<file path="src/rtl/bus_mux_n_if.sv">
// CPU-side and slave-side signals of the PicoRV32 native memory bus around bus_mux_n.
// The mux itself uses the slave modport; the CPU/slave environment uses master.
interface bus_mux_n_if #(
    parameter int NSLAVES = 3
);
    logic [31:0]           i_la_addr;
    logic                  i_la_read;
    logic                  i_la_write;
    logic                  i_valid;
    logic                  o_ready;
    logic [31:0]           o_rdata;
    logic [NSLAVES*32-1:0] i_slave_rdata;
    logic [NSLAVES-1:0]    o_slave_valid;
    logic [NSLAVES-1:0]    i_slave_ready;

    modport slave (
        input  i_la_addr, i_la_read, i_la_write, i_valid, i_slave_rdata, i_slave_ready,
        output o_ready, o_rdata, o_slave_valid
    );

    modport master (
        output i_la_addr, i_la_read, i_la_write, i_valid, i_slave_rdata, i_slave_ready,
        input  o_ready, o_rdata, o_slave_valid
    );
endinterface

</file>
<file path="src/rtl/bus_mux_n.sv">
// N-slave PicoRV32 bus multiplexer: base/mask decode on the look-ahead address, local
// completion of unmapped and hung accesses, and a sticky first-error capture register.
module bus_mux_n #(
    parameter int                    NSLAVES       = 3,
    parameter logic [NSLAVES*32-1:0] SLAVE_BASE    = {32'h0100_0000, 32'h0001_0000, 32'h0000_0000},
    parameter logic [NSLAVES*32-1:0] SLAVE_MASK    = {32'hFFFF_F000, 32'hFFFF_0000, 32'hFFFF_0000},
    parameter int                    TIMEOUT       = 255,
    parameter logic [31:0]           DEFAULT_RDATA = 32'hDEAD_BEEF
) (
    input  logic              clock,
    input  logic              reset,
    bus_mux_n_if.slave        bus,
    input  logic              i_err_clear,
    output logic              o_err,
    output logic [1:0]        o_err_code,
    output logic [31:0]       o_err_addr,
    output logic [7:0]        o_err_count
);
    typedef enum logic {
        ST_IDLE = 1'b0,
        ST_WAIT = 1'b1
    } state_t;

    localparam int             TW    = (TIMEOUT > 1) ? $clog2(TIMEOUT) : 1;
    localparam logic [TW-1:0]  TLAST = (TIMEOUT > 0) ? TW'(TIMEOUT - 1) : '0;

    state_t              r_state;
    logic [TW-1:0]       r_tcnt;
    logic [NSLAVES-1:0]  r_sel;
    logic                r_miss;
    logic [31:0]         r_la_addr;
    logic                r_err;
    logic [1:0]          r_err_code;
    logic [31:0]         r_err_addr;
    logic [7:0]          r_err_count;

    logic [NSLAVES-1:0]  w_dec;
    logic                w_active;
    logic                w_slave_hit;
    logic [31:0]         w_sel_rdata;
    logic                w_unmapped_evt;
    logic                w_timeout_evt;
    logic                w_evt;
    logic [1:0]          w_code;
    logic                w_ready;
    logic [31:0]         w_rdata;
    logic [NSLAVES-1:0]  w_slave_valid;

    // Lowest matching index wins, so scan from the top and let lower hits overwrite.
    function automatic logic [NSLAVES-1:0] decode(input logic [31:0] addr);
        logic [NSLAVES-1:0] hit;
        hit = '0;
        for (int k = NSLAVES - 1; k >= 0; k--) begin
            if ((addr & SLAVE_MASK[32*k +: 32]) == SLAVE_BASE[32*k +: 32]) begin
                hit    = '0;
                hit[k] = 1'b1;
            end else begin
                hit = hit;
            end
        end
        return hit;
    endfunction

    assign w_dec          = decode(bus.i_la_addr);
    assign w_active       = (r_state == ST_WAIT) || bus.i_valid;
    assign w_slave_hit    = |(r_sel & bus.i_slave_ready);
    assign w_unmapped_evt = w_active && r_miss;
    // A slave answering on the timeout cycle completes normally.
    assign w_timeout_evt  = (TIMEOUT != 0) && w_active && !r_miss && !w_slave_hit && (r_tcnt == TLAST);
    assign w_evt          = w_unmapped_evt || w_timeout_evt;
    assign w_code         = w_unmapped_evt ? 2'd1 : 2'd2;

    // Read data of the registered one-hot selection.
    always_comb begin
        w_sel_rdata = 32'h0;
        for (int k = 0; k < NSLAVES; k++) begin
            w_sel_rdata = w_sel_rdata | (bus.i_slave_rdata[32*k +: 32] & {32{r_sel[k]}});
        end
    end

    // CPU-facing response and slave strobes, combinational for zero added latency.
    always_comb begin
        w_ready       = 1'b0;
        w_rdata       = 32'h0;
        w_slave_valid = '0;
        if (!w_active) begin
            w_ready = 1'b0;
        end else if (r_miss || w_timeout_evt) begin
            w_ready = 1'b1;
            w_rdata = DEFAULT_RDATA;
        end else begin
            w_slave_valid = r_sel & {NSLAVES{bus.i_valid}};
            w_ready       = w_slave_hit;
            w_rdata       = w_sel_rdata;
        end
    end

    assign bus.o_ready       = w_ready;
    assign bus.o_rdata       = w_rdata;
    assign bus.o_slave_valid = w_slave_valid;

    // Transaction state, timeout counter and look-ahead decode capture.
    always_ff @(posedge clock) begin
        if (!reset) begin
            r_state   <= ST_IDLE;
            r_tcnt    <= '0;
            r_sel     <= '0;
            r_miss    <= 1'b0;
            r_la_addr <= 32'h0;
        end else begin
            case (r_state)
                ST_IDLE: r_state <= (bus.i_valid && !w_ready) ? ST_WAIT : ST_IDLE;
                ST_WAIT: r_state <= w_ready ? ST_IDLE : ST_WAIT;
                default: r_state <= ST_IDLE;
            endcase
            if (w_ready || !w_active) begin
                r_tcnt <= '0;
            end else begin
                r_tcnt <= r_tcnt + TW'(1);
            end
            // The completing cycle also samples, so back-to-back strobes are not lost.
            if (((r_state == ST_IDLE) || w_ready) && (bus.i_la_read || bus.i_la_write)) begin
                r_sel     <= w_dec;
                r_miss    <= ~|w_dec;
                r_la_addr <= bus.i_la_addr;
            end
        end
    end

    // Sticky first-error capture; a same-cycle event overrides the clear.
    always_ff @(posedge clock) begin
        if (!reset) begin
            r_err       <= 1'b0;
            r_err_code  <= 2'd0;
            r_err_addr  <= 32'h0;
            r_err_count <= 8'd0;
        end else if (i_err_clear) begin
            if (w_evt) begin
                r_err       <= 1'b1;
                r_err_code  <= w_code;
                r_err_addr  <= r_la_addr;
                r_err_count <= 8'd1;
            end else begin
                r_err       <= 1'b0;
                r_err_code  <= 2'd0;
                r_err_addr  <= 32'h0;
                r_err_count <= 8'd0;
            end
        end else if (w_evt) begin
            if (!r_err) begin
                r_err      <= 1'b1;
                r_err_code <= w_code;
                r_err_addr <= r_la_addr;
            end
            if (r_err_count != 8'hFF) begin
                r_err_count <= r_err_count + 8'd1;
            end
        end
    end

    assign o_err       = r_err;
    assign o_err_code  = r_err_code;
    assign o_err_addr  = r_err_addr;
    assign o_err_count = r_err_count;
endmodule

</file>
<file path="src/flat_wrapper.sv">
// flat-port wrapper written by rule: the top's interface ports become plain ports
module bus_mux_n_flat 
#(
    parameter int                    NSLAVES       = 3,
    parameter logic [NSLAVES*32-1:0] SLAVE_BASE    = {32'h0100_0000, 32'h0001_0000, 32'h0000_0000},
    parameter logic [NSLAVES*32-1:0] SLAVE_MASK    = {32'hFFFF_F000, 32'hFFFF_0000, 32'hFFFF_0000},
    parameter int                    TIMEOUT       = 255,
    parameter logic [31:0]           DEFAULT_RDATA = 32'hDEAD_BEEF
)
  (clock, reset, i_err_clear, o_err, o_err_code, o_err_addr, o_err_count, bus_i_la_addr, bus_i_la_read, bus_i_la_write, bus_i_valid, bus_i_slave_rdata, bus_i_slave_ready, bus_o_ready, bus_o_rdata, bus_o_slave_valid);
  bus_mux_n_if #(.NSLAVES(NSLAVES)) bus_i ();
  input  logic clock;
  input  logic reset;
  input  logic i_err_clear;
  output logic o_err;
  output logic [1:0] o_err_code;
  output logic [31:0] o_err_addr;
  output logic [7:0] o_err_count;
  input wire logic [$bits(bus_i.i_la_addr)-1:0] bus_i_la_addr;
  input wire logic [$bits(bus_i.i_la_read)-1:0] bus_i_la_read;
  input wire logic [$bits(bus_i.i_la_write)-1:0] bus_i_la_write;
  input wire logic [$bits(bus_i.i_valid)-1:0] bus_i_valid;
  input wire logic [$bits(bus_i.i_slave_rdata)-1:0] bus_i_slave_rdata;
  input wire logic [$bits(bus_i.i_slave_ready)-1:0] bus_i_slave_ready;
  output wire logic [$bits(bus_i.o_ready)-1:0] bus_o_ready;
  output wire logic [$bits(bus_i.o_rdata)-1:0] bus_o_rdata;
  output wire logic [$bits(bus_i.o_slave_valid)-1:0] bus_o_slave_valid;
  assign bus_i.i_la_addr = bus_i_la_addr;
  assign bus_i.i_la_read = bus_i_la_read;
  assign bus_i.i_la_write = bus_i_la_write;
  assign bus_i.i_valid = bus_i_valid;
  assign bus_i.i_slave_rdata = bus_i_slave_rdata;
  assign bus_i.i_slave_ready = bus_i_slave_ready;
  assign bus_o_ready = bus_i.o_ready;
  assign bus_o_rdata = bus_i.o_rdata;
  assign bus_o_slave_valid = bus_i.o_slave_valid;
  bus_mux_n #(.NSLAVES(NSLAVES), .SLAVE_BASE(SLAVE_BASE), .SLAVE_MASK(SLAVE_MASK), .TIMEOUT(TIMEOUT), .DEFAULT_RDATA(DEFAULT_RDATA)) u_core (.clock(clock), .reset(reset), .bus(bus_i), .i_err_clear(i_err_clear), .o_err(o_err), .o_err_code(o_err_code), .o_err_addr(o_err_addr), .o_err_count(o_err_count));
endmodule
</file>
<file path="config.mk">
export PLATFORM = sky130hd
export DESIGN_NAME = bus_mux_n_flat
export DESIGN_NICKNAME = d
export VERILOG_FILES = /design/src/rtl/bus_mux_n_if.sv /design/src/rtl/bus_mux_n.sv /design/src/flat_wrapper.sv
export SDC_FILE = /design/constraint.sdc
export NUM_CORES = 1
export LEC_CHECK = 0
export BUFFER_PORTS_ARGS = -buffer_cell sky130_fd_sc_hd__buf_2
export CAP_MARGIN = 20
export CORE_ASPECT_RATIO = 1.25
export CORE_MARGIN = 1.5
export CORE_UTILIZATION = 49
export DETAILED_ROUTE_END_ITERATION = 7
export HOLD_SLACK_MARGIN = 0.08
export PLACE_DENSITY = 0.93
export SLEW_MARGIN = 25
export SYNTH_ARGS = -nofsm -noshare
export SYNTH_HDL_FRONTEND = slang
export SYNTH_SLANG_ARGS = --single-unit
</file>
<file path="constraint.sdc">
create_clock -name clock -period 4.1 [get_ports clock]
set_input_delay 0.41 -clock clock [delete_from_list [all_inputs] [get_ports clock]]
set_output_delay 0.41 -clock clock [all_outputs]
set_load 0.1 [all_outputs]
</file>
==> impl_metrics.yaml, run 1 <==
place:
  gp_congestion: 0.835
  dp.final_hpwl_mm: 9.54
  portBuffers: 215
  placed_cells: 753
  placed_area_um2: 5170
sta:
  relSlewSlack_pct: 33.1
  fin_skew_ns: 0.0107
  max_freq_mhz: 316
  tns_ns: 0
  min_period_ns: 3.17
  finalSetupViolCount: 0
  rsz0062_at_grt: "no"
  drv_slew: 0
  period_share_pct: 77.2
  worst_pin_slew_ns: 1.00
  hold_viol_final: 0
worst_setup_path:
  r2r_cells: 7
  worstSetupPathType: "reg2out"
  cp-start-kind: "register"
  end_kind: "output port"
  cp.arrival_ns: 2.76
  cp_data_required_time_ns: 3.69
  critPathMaxFanout: 29
detailed_routing:
  first_pass_iters: 7
  drt_iter0_markers: 553
  wire_per_inst_um: 16.7
  routed_wl_mm: 12.9
  via_per_inst: 5.88
  ant_nets: 0
  vias: 4524
  drc: 0
logic_synthesis:
  synthArstFlopShare_pct: 0
  ys_warn_count: 0
  synth_seq_cells: 88
  synth_cell_type_count: 42
  syn_area_um2: 4070
  synth-edff-count: 0
  syn_inst: 474
  seq_area_frac_synth_pct: 43.3
  syn_area_per_cell_um2: 8.59
  synthFlopType: "dfxtp_1"
  syn_nets: 614
cells_and_area:
  fillerInstances: 690
  drive_above_1_share_pct: 36.6
  antennaDiodeCount: 0
  nNetsFinal: 807
  instances_no_fill: 769
  syn_to_final_growth_pct: 31.9
  final_area_um2: 5370
global_routing:
  grt_use_total_pct: 27.7
  grt_pass1_vias: 4260
  grt_pass1_wl_mm: 19.9
  grt_antenna_before_repair: 0
  grt_max_degree: 59
  grt_remaining_overflow: 0
clocking:
  cts_tree: "built"
  cts_max_path_buffers: 2
  cts_resized: 0
  cts_setup_buffers: 0
  htreeDepth: 3
  clk_latency_ns: 0.35
  cts_buffers: 9
  path_clk_slew_ns: 0.09
  cts_hold_buf: 0
  cts.sink_count: 88
  ctsRootBufferMaster: "clkbuf_8"
power:
  ir_drop_v: 0.000329
  power_per_cell_area_nw_per_um2: 369
  leakagePower_nw: 2.52
  p_total_mw: 1.98
min_path:
  whs_path_depth: 3
  hold_path_class: "in2reg"
floorplan:
  rows: 37
  io_pins: 216
  die-area_um2: 8870
  die_y_um: 105
  core_um2: 8150
  start_util_pct: 50.0
  dieWidth_um: 84.5
flow_run:
  maxCapViolations: 0
run_status:
  status: "completed"
-- registers in the layout, summed over array words and instances (netlist names) --
name,count
u_core.o_err,1
u_core.r_miss,1
u_core.r_la_addr,32
u_core.o_err_count,8
u_core.o_err_code,2
u_core.r_tcnt,8
u_core.r_sel,3
u_core.o_err_addr,32
u_core.r_state,1
-- worst paths after layout --
kind                        startpoint                   end  slack [ns]
setup reg to reg      u_core.r_tcnt[0]  u_core.r_la_addr[17]        1.53
hold / removal        bus_i_la_addr[8]   u_core.r_la_addr[8]        0.30
setup / recovery      u_core.r_tcnt[0]       bus_o_rdata[14]        0.93
hold reg to reg   u_core.o_err_addr[8]  u_core.o_err_addr[8]        0.47
-- placed cells by master (no fill, tap or decap), types with 2 or more instances in the layout --
master and count:
clkinv_4 2, and3_1 5, o22ai_1 32, dfxtp_1 88
a21oi_1 32, buf_4 10, a222oi_1 33, nor4_1 3
nand3b_1 2, a31oi_1 3, xnor2_1 2, clkbuf_1 3
nor3_1 2, nand2_1 109, nand4_1 4, nand4b_1 2
nor2_1 22, and4_1 3, clkbuf_8 9, inv_1 4
nand3_1 10, or4_1 5, o21bai_1 2, buf_2 215
a31oi_4 2, ha_1 3, o31ai_1 4, xor2_1 4
o21ai_0 3, mux2i_1 36
-- final cells by class --
class | count | area, um2 | share of cell area, %
inverter | 4 | 15.0 | 0.280
clock buffer | 12 | 135 | 2.52
multi-input combinational | 339 | 2130 | 39.7
timing repair buffer | 225 | 1150 | 21.4
clock inverter | 4 | 55.1 | 1.03
tap | 97 | 121 | 2.26
sequential | 88 | 1760 | 32.8
-- power by group --
part	switching [mW]	internal (mW)	total, mW	leakage (nW)
clock network	0.297	0.285	0.582	0.0908
logic	0.366	0.122	0.488	1.71
registers	0.0187	0.892	0.911	0.719
total	0.682	1.30	1.98	2.52
-- metal layers --
| metal | share of wire (%) | global-route usage, % | up-vias |
|---|---|---|---|
| li1 | - | - | 2153 |
| met1 | 36 | 30.8 | 2080 |
| met2 | 52 | 49.9 | 261 |
| met3 | 9.6 | 7.27 | 30 |
| met4 | 2.7 | 10.3 | 0 |
| met5 | 0 | 0 | - |
-- stage by stage --
| step | setup WS (ns) | utilization [%] | hold slack, ns |
|---|---|---|---|
| floorplan | 0.828 | - | 0.441 |
| global placement | 1.53 | 63.5 | 0.450 |
| detailed placement | 1.37 | 63.5 | 0.457 |
| CTS | 0.957 | 65.8 | 0.292 |
| global route | 0.795 | 65.9 | 0.289 |
| finish | 0.935 | 65.9 | 0.302 |
-- kinds of logic after synthesis --
group / synth area share (%)
muxes: 8.85
buffers and inverters: 5.35
DFF: 43.3
AOI/OAI and AO/OA: 21.7
adders and majority gates: 0.922
xor gates and xnor gates: 1.29
and+or+nand+nor: 18.6
-- critical path, stage by stage, from the launching register on --
cell and delay (ns):
dfxtp_1 0.42, inv_1 0.07, ha_1 0.19, and4b_1 0.28, a41oi_2 0.22, buf_4 0.31
nand2_1 0.26, nor2_1 0.19, buf_2 0.44
-- cells in the mapped netlist (all sizes together), types with 2 or more instances --
library cell / count / area, um2
a222oi: 33 / 330
o31ai: 4 / 30.0
nand2: 109 / 409
nand3: 10 / 50.1
xor2: 4 / 35.0
o21bai: 3 / 22.5
o21ai: 5 / 25.0
nand4b: 2 / 17.5
buf: 16 / 101
nor3: 2 / 10.0
nand4: 4 / 25.0
inv: 4 / 15.0
nand3b: 2 / 15.0
a21oi: 33 / 169
dfxtp: 88 / 1760
xnor2: 2 / 17.5
nor2: 23 / 86.3
and4: 3 / 26.3
a31oi: 5 / 46.3
nor4: 3 / 18.8
o22ai: 32 / 200
ha: 3 / 37.5
clkbuf: 27 / 101
mux2i: 36 / 360
and3: 5 / 31.3
or4: 5 / 37.5
Note: power is estimated with default switching activity, not from simulation.
==> run 2, diff against run 1 <==
CORE_UTILIZATION = 45   (was 49)
PLACE_DENSITY = 0.87   (was 0.93)
clock period = 3.08 ns   (was 4.1 ns; I/O delays follow)
==> impl_metrics.yaml, run 2 (synthesized netlist as in run 1, its figures left out) <==
detailed_routing:
  wl_met3_mm: 1.46
  wl_met2_mm: 7.64
  via_per_inst: 5.89
  drt_iter0_markers: 513
  wire_per_inst_um: 18.8
  vias: 4664
  wl_met1_mm: 5.36
  drc: 0
  first_pass_iters: 7
  routed_wl_mm: 14.9
  ant_nets: 0
  top_layer: "met5"
clocking:
  cts.sink_count: 88
  cts_buffers: 9
  clk_latency_ns: 0.36
  cts_hold_buf: 0
  cts_tree: "built"
  path_clk_slew_ns: 0.09
  cts_max_path_buffers: 2
  ctsRootBufferMaster: "clkbuf_8"
  htreeDepth: 3
sta:
  max_freq_mhz: 336
  period_share_pct: 96.6
  rsz0062_at_grt: "no"
  worst_slack_ns: 0.106
  worst_pin_slew_ns: 0.871
  relSlewSlack_pct: 41.9
  finalSetupViolCount: 0
  hold_viol_final: 0
  drv_slew: 0
  fin_skew_ns: 0.00807
  min_period_ns: 2.97
  tns_ns: 0
global_routing:
  grt_pass1_wl_mm: 21.3
  grt_antenna_before_repair: 1
  grt_pass1_vias: 4227
  grt_max_degree: 63
  grt_remaining_overflow: 0
  grt_use_total_pct: 29.4
cells_and_area:
  antennaDiodeCount: 0
  mostFrequentLayoutCell: "buf_2"
  nNetsFinal: 808
  instances_no_fill: 792
  syn_to_final_growth_pct: 46.4
  drive_above_1_share_pct: 37.6
  final_cell_mix: "buf_2 (179), nand2_1 (109), dfxtp_1 (88), mux2i_1 (36), buf_12 (34)"
worst_setup_path:
  crit_path_end: "bus_o_rdata[30]"
  end_kind: "output port"
  r2r_cells: 6
  critPathMaxFanout: 17
  r2r_end: "u_core.o_err_addr[26]"
  critPathMaxStageDelay_ns: 0.77
  worstSetupStartpoint: "u_core.r_sel[0]"
  rr_startpoint: "u_core.r_sel[0]"
  worstSetupPathType: "reg2out"
  cp_top_family: "compound AO/OA/AOI/OAI gates"
  cp.arrival_ns: 2.67
  r2r_slack_ns: 0.61
  cp_data_required_time_ns: 2.77
  cpMaxStageDelayCell: "a222oi_1"
  cp_cell_sequence: "a222oi_1 -> a41oi_4 -> buf_4 -> a21oi_1 -> buf_12"
  worst-path-stages: 5
  worstPathBufferInverterCount: 2
  cp-start-kind: "register"
power:
  intPower_mw: 1.88
  ir_drop_v: 0.000350
  leakagePower_nw: 2.64
  p_clk_share_pct: 30.2
  power_per_cell_area_nw_per_um2: 474
  pwr-share-seq_pct: 42.9
  p_sw_mw: 0.942
  swShare_pct: 33.3
  p_total_mw: 2.83
  comb_power_share_pct: 26.9
min_path:
  hold_path_class: "in2reg"
place:
  placed_cells: 777
  post-place-ws_ns: 0.369
  gp_congestion: 0.942
  dp.final_hpwl_mm: 11.2
  portBuffers: 215
floorplan:
  dieWidth_um: 88.1
  core_um2: 8750
  rows: 38
  io_pins: 216
  die_y_um: 109
  die-area_um2: 9630
  start_util_pct: 46.5
run_status:
  status: "completed"
flow_run:
  maxCapViolations: 0
==> run 2: changes by cell type in the layout (fill, tap and decap cells not counted), sizes merged <==
cell and change:
buf -2, bufinv +1, clkbuf +1, clkinv -2, clkinvlp +2
==> run 2: timing repair <==
item / in CTS / in global routing
endpoints found under the hold margin: 0 / 0
gates resized for setup: 1 / 3
endpoints found under the setup margin: 6 / 6
setup buffers: 0 / 0
pin swaps: 0 / 1
==> run 2: power groups by stage <==
stage | Clock [mW] | Combinational (mW) | Sequential [mW]
global placement | 0 | 0.740 | 1.23
floorplan | 0 | 0.380 | 1.33
global route | 0.896 | 0.791 | 1.22
finish | 0.855 | 0.759 | 1.21
CTS | 0.857 | 0.757 | 1.21
detailed placement | 0 | 0.752 | 1.24
==> run 2: cell type report <==
cell class / instances / area (um2)
repair buffers: 226 / 1670
clock inverters: 5 / 82.6
flip-flops and latches: 88 / 1760
inverters: 4 / 15.0
fillers: 683 / 2790
clock buffers: 10 / 128
multi-input cells: 339 / 2150
well taps: 120 / 150
==> run 2: worst min path at each step <==
stage | startpoint | endpoint | slack, ns | depth (start not counted)
floorplan | u_core.r_tcnt[0] | u_core.r_tcnt[0] | 0.44 | 1
global placement | u_core.o_err_addr[26] | u_core.o_err_addr[26] | 0.45 | 2
detailed placement | u_core.o_err_addr[20] | u_core.o_err_addr[20] | 0.46 | 2
CTS | bus_i_la_addr[8] | u_core.r_la_addr[8] | 0.18 | 3
global route | bus_i_la_addr[7] | u_core.r_la_addr[7] | 0.19 | 3
finish | bus_i_la_addr[8] | u_core.r_la_addr[8] | 0.19 | 3
==> run 2: worst register-to-register path, stage by stage, from the launching register on <==
cell	delay, ns
dfxtp_1	0.33
a222oi_1	0.77
buf_4	0.31
nand4_1	0.21
o21bai_2	0.18
buf_4	0.36
o22ai_1	0.17
==> run 2: layer usage <==
layer / track usage (%) / up-vias
met1: 33.3 / 2182
li1: - / 2153
met2: 53.2 / 289
met5: 0 / -
met3: 6.16 / 38
met4: 11.8 / 2
==> run 2: per-stage QoR <==
stage | util [%] | instance area, um2 | hold WS, ns
2_1_floorplan | - | 4080 | 0.441
3_3_place_gp | 65.5 | 5730 | 0.451
3_5_place_dp | 65.5 | 5730 | 0.458
4_1_cts | 68.0 | 5950 | 0.183
5_1_grt | 68.1 | 5960 | 0.191
6_report | 68.1 | 5960 | 0.186
==> run 3, diff against run 2 <==
CORE_UTILIZATION = 35   (was 45)
PLACE_DENSITY = 0.72   (was 0.87)
==> impl_metrics.yaml, run 3 (synthesized netlist as in run 1, its figures left out) <==
sta:
  period_share_pct: 89.3
  rsz0062_at_grt: "no"
  worst_pin_slew_ns: 0.673
  min_period_ns: 2.75
  finalSetupViolCount: 0
  hold_viol_final: 0
  relSlewSlack_pct: 55.1
  drv_slew: 0
  tns_ns: 0
  fin_skew_ns: 0.00802
  max_freq_mhz: 363
worst_setup_path:
  cp.arrival_ns: 2.44
  cp_data_required_time_ns: 2.77
  cp-start-kind: "register"
  end_kind: "output port"
  critPathMaxFanout: 28
  worstSetupPathType: "reg2out"
detailed_routing:
  wire_per_inst_um: 16.9
  via_per_inst: 5.50
  vias: 4449
  drc: 0
  ant_nets: 0
  routed_wl_mm: 13.7
  drt_iter0_markers: 339
  first_pass_iters: 6
clocking:
  cts_setup_buffers: 0
  cts_buffers: 9
  htreeDepth: 3
  clk_latency_ns: 0.33
  cts_max_path_buffers: 2
  cts_hold_buf: 0
  cts_tree: "built"
  path_clk_slew_ns: 0.06
  cts.sink_count: 88
  cts_resized: 0
  ctsRootBufferMaster: "clkbuf_16"
run_status:
  status: "completed"
cells_and_area:
  fillerInstances: 1023
  regArea_um2: 1760
  mostFrequentLayoutCell: "buf_2"
  syn_to_final_growth_pct: 49.7
  drive_above_1_share_pct: 37.7
  instances_no_fill: 809
  nNetsFinal: 808
  final_cell_mix: "buf_2 (179), nand2_1 (109), dfxtp_1 (88), buf_12 (37), mux2i_1 (36)"
  multi_input_area_um2: 2140
power:
  power_per_cell_area_nw_per_um2: 500
  p_sw_mw: 0.983
  p_clk_share_pct: 35.4
  swShare_pct: 32.3
  pwr-share-seq_pct: 39.8
  intPower_mw: 2.06
  ir_drop_v: 0.000332
  leakagePower_nw: 2.69
  comb_power_share_pct: 24.8
floorplan:
  die-area_um2: 12300
  io_pins: 216
  die_y_um: 124
  core_um2: 11200
  start_util_pct: 36.4
  dieWidth_um: 99.5
  rows: 43
flow_run:
  maxCapViolations: 0
place:
  portBuffers: 215
  dp.final_hpwl_mm: 10.4
  placed_cells: 792
  gp_congestion: 0.836
global_routing:
  grt_pass1_wl_mm: 20.0
  grt_antenna_before_repair: 1
  grt_max_degree: 54
  grt_remaining_overflow: 0
  grt_use_total_pct: 21.0
  grt_pass1_vias: 4075
min_path:
  hold_path_class: "in2reg"
[run 3: layer usage]
layer / up-vias / share of wire, % / global-route usage [%] / routed length (um)
li1: 2147 / - / - / -
met1: 2077 / 38 / 23.6 / 5250
met2: 200 / 51 / 37.6 / 7010
met3: 25 / 7.4 / 4.97 / 1010
met4: 0 / 3.0 / 9.33 / 416
met5: - / 0 / 0 / 0
[run 3: metrics by stage]
step                worst slack, ns  power (mW)  util [%]  hold WS (ns)  area [um2]
floorplan                   -0.0870        1.71         -         0.441        4080
global placement              0.711        1.98      51.8         0.450        5790
detailed placement            0.697        1.99      51.8         0.457        5790
CTS                           0.346        3.08      54.4         0.208        6090
global route                  0.210        3.18      54.4         0.212        6090
finish                        0.328        3.05      54.4         0.220        6090
[run 3: worst max-delay path, stage by stage, from the launching register on]
cell and delay, ns:
dfxtp_1 0.35, inv_1 0.07, ha_1 0.13, and4b_1 0.38, a41oi_2 0.18, buf_4 0.27, a21oi_1 0.49, buf_12 0.25
[run 3: worst paths after layout]
check	endpoint	startpoint	slack, ns	cells after the start
setup / recovery	bus_o_rdata[3]	u_core.r_tcnt[0]	0.33	7
hold / removal	u_core.r_la_addr[0]	bus_i_la_addr[0]	0.22	3
setup reg to reg	u_core.o_err_addr[31]	u_core.r_tcnt[0]	0.70	7
hold reg to reg	u_core.o_err_addr[5]	u_core.o_err_addr[5]	0.46	2
[run 3: final cells by class]
class | instances | area share, %
multi-input combinational | 339 | 35.1
inverter | 4 | 0.246
sequential | 88 | 28.9
timing repair buffer | 226 | 28.1
clock buffer | 10 | 3.76
tap | 135 | 2.77
antenna | 1 | 0.0411
clock inverter | 6 | 1.13
[run 3: power by group through the flow]
stage	clock network [mW]	logic, mW	registers [mW]
final	1.08	0.756	1.21
after global routing	1.17	0.791	1.22
after CTS	1.11	0.758	1.21
after detailed placement	0	0.756	1.24
after global placement	0	0.747	1.23
after floorplan	0	0.380	1.33
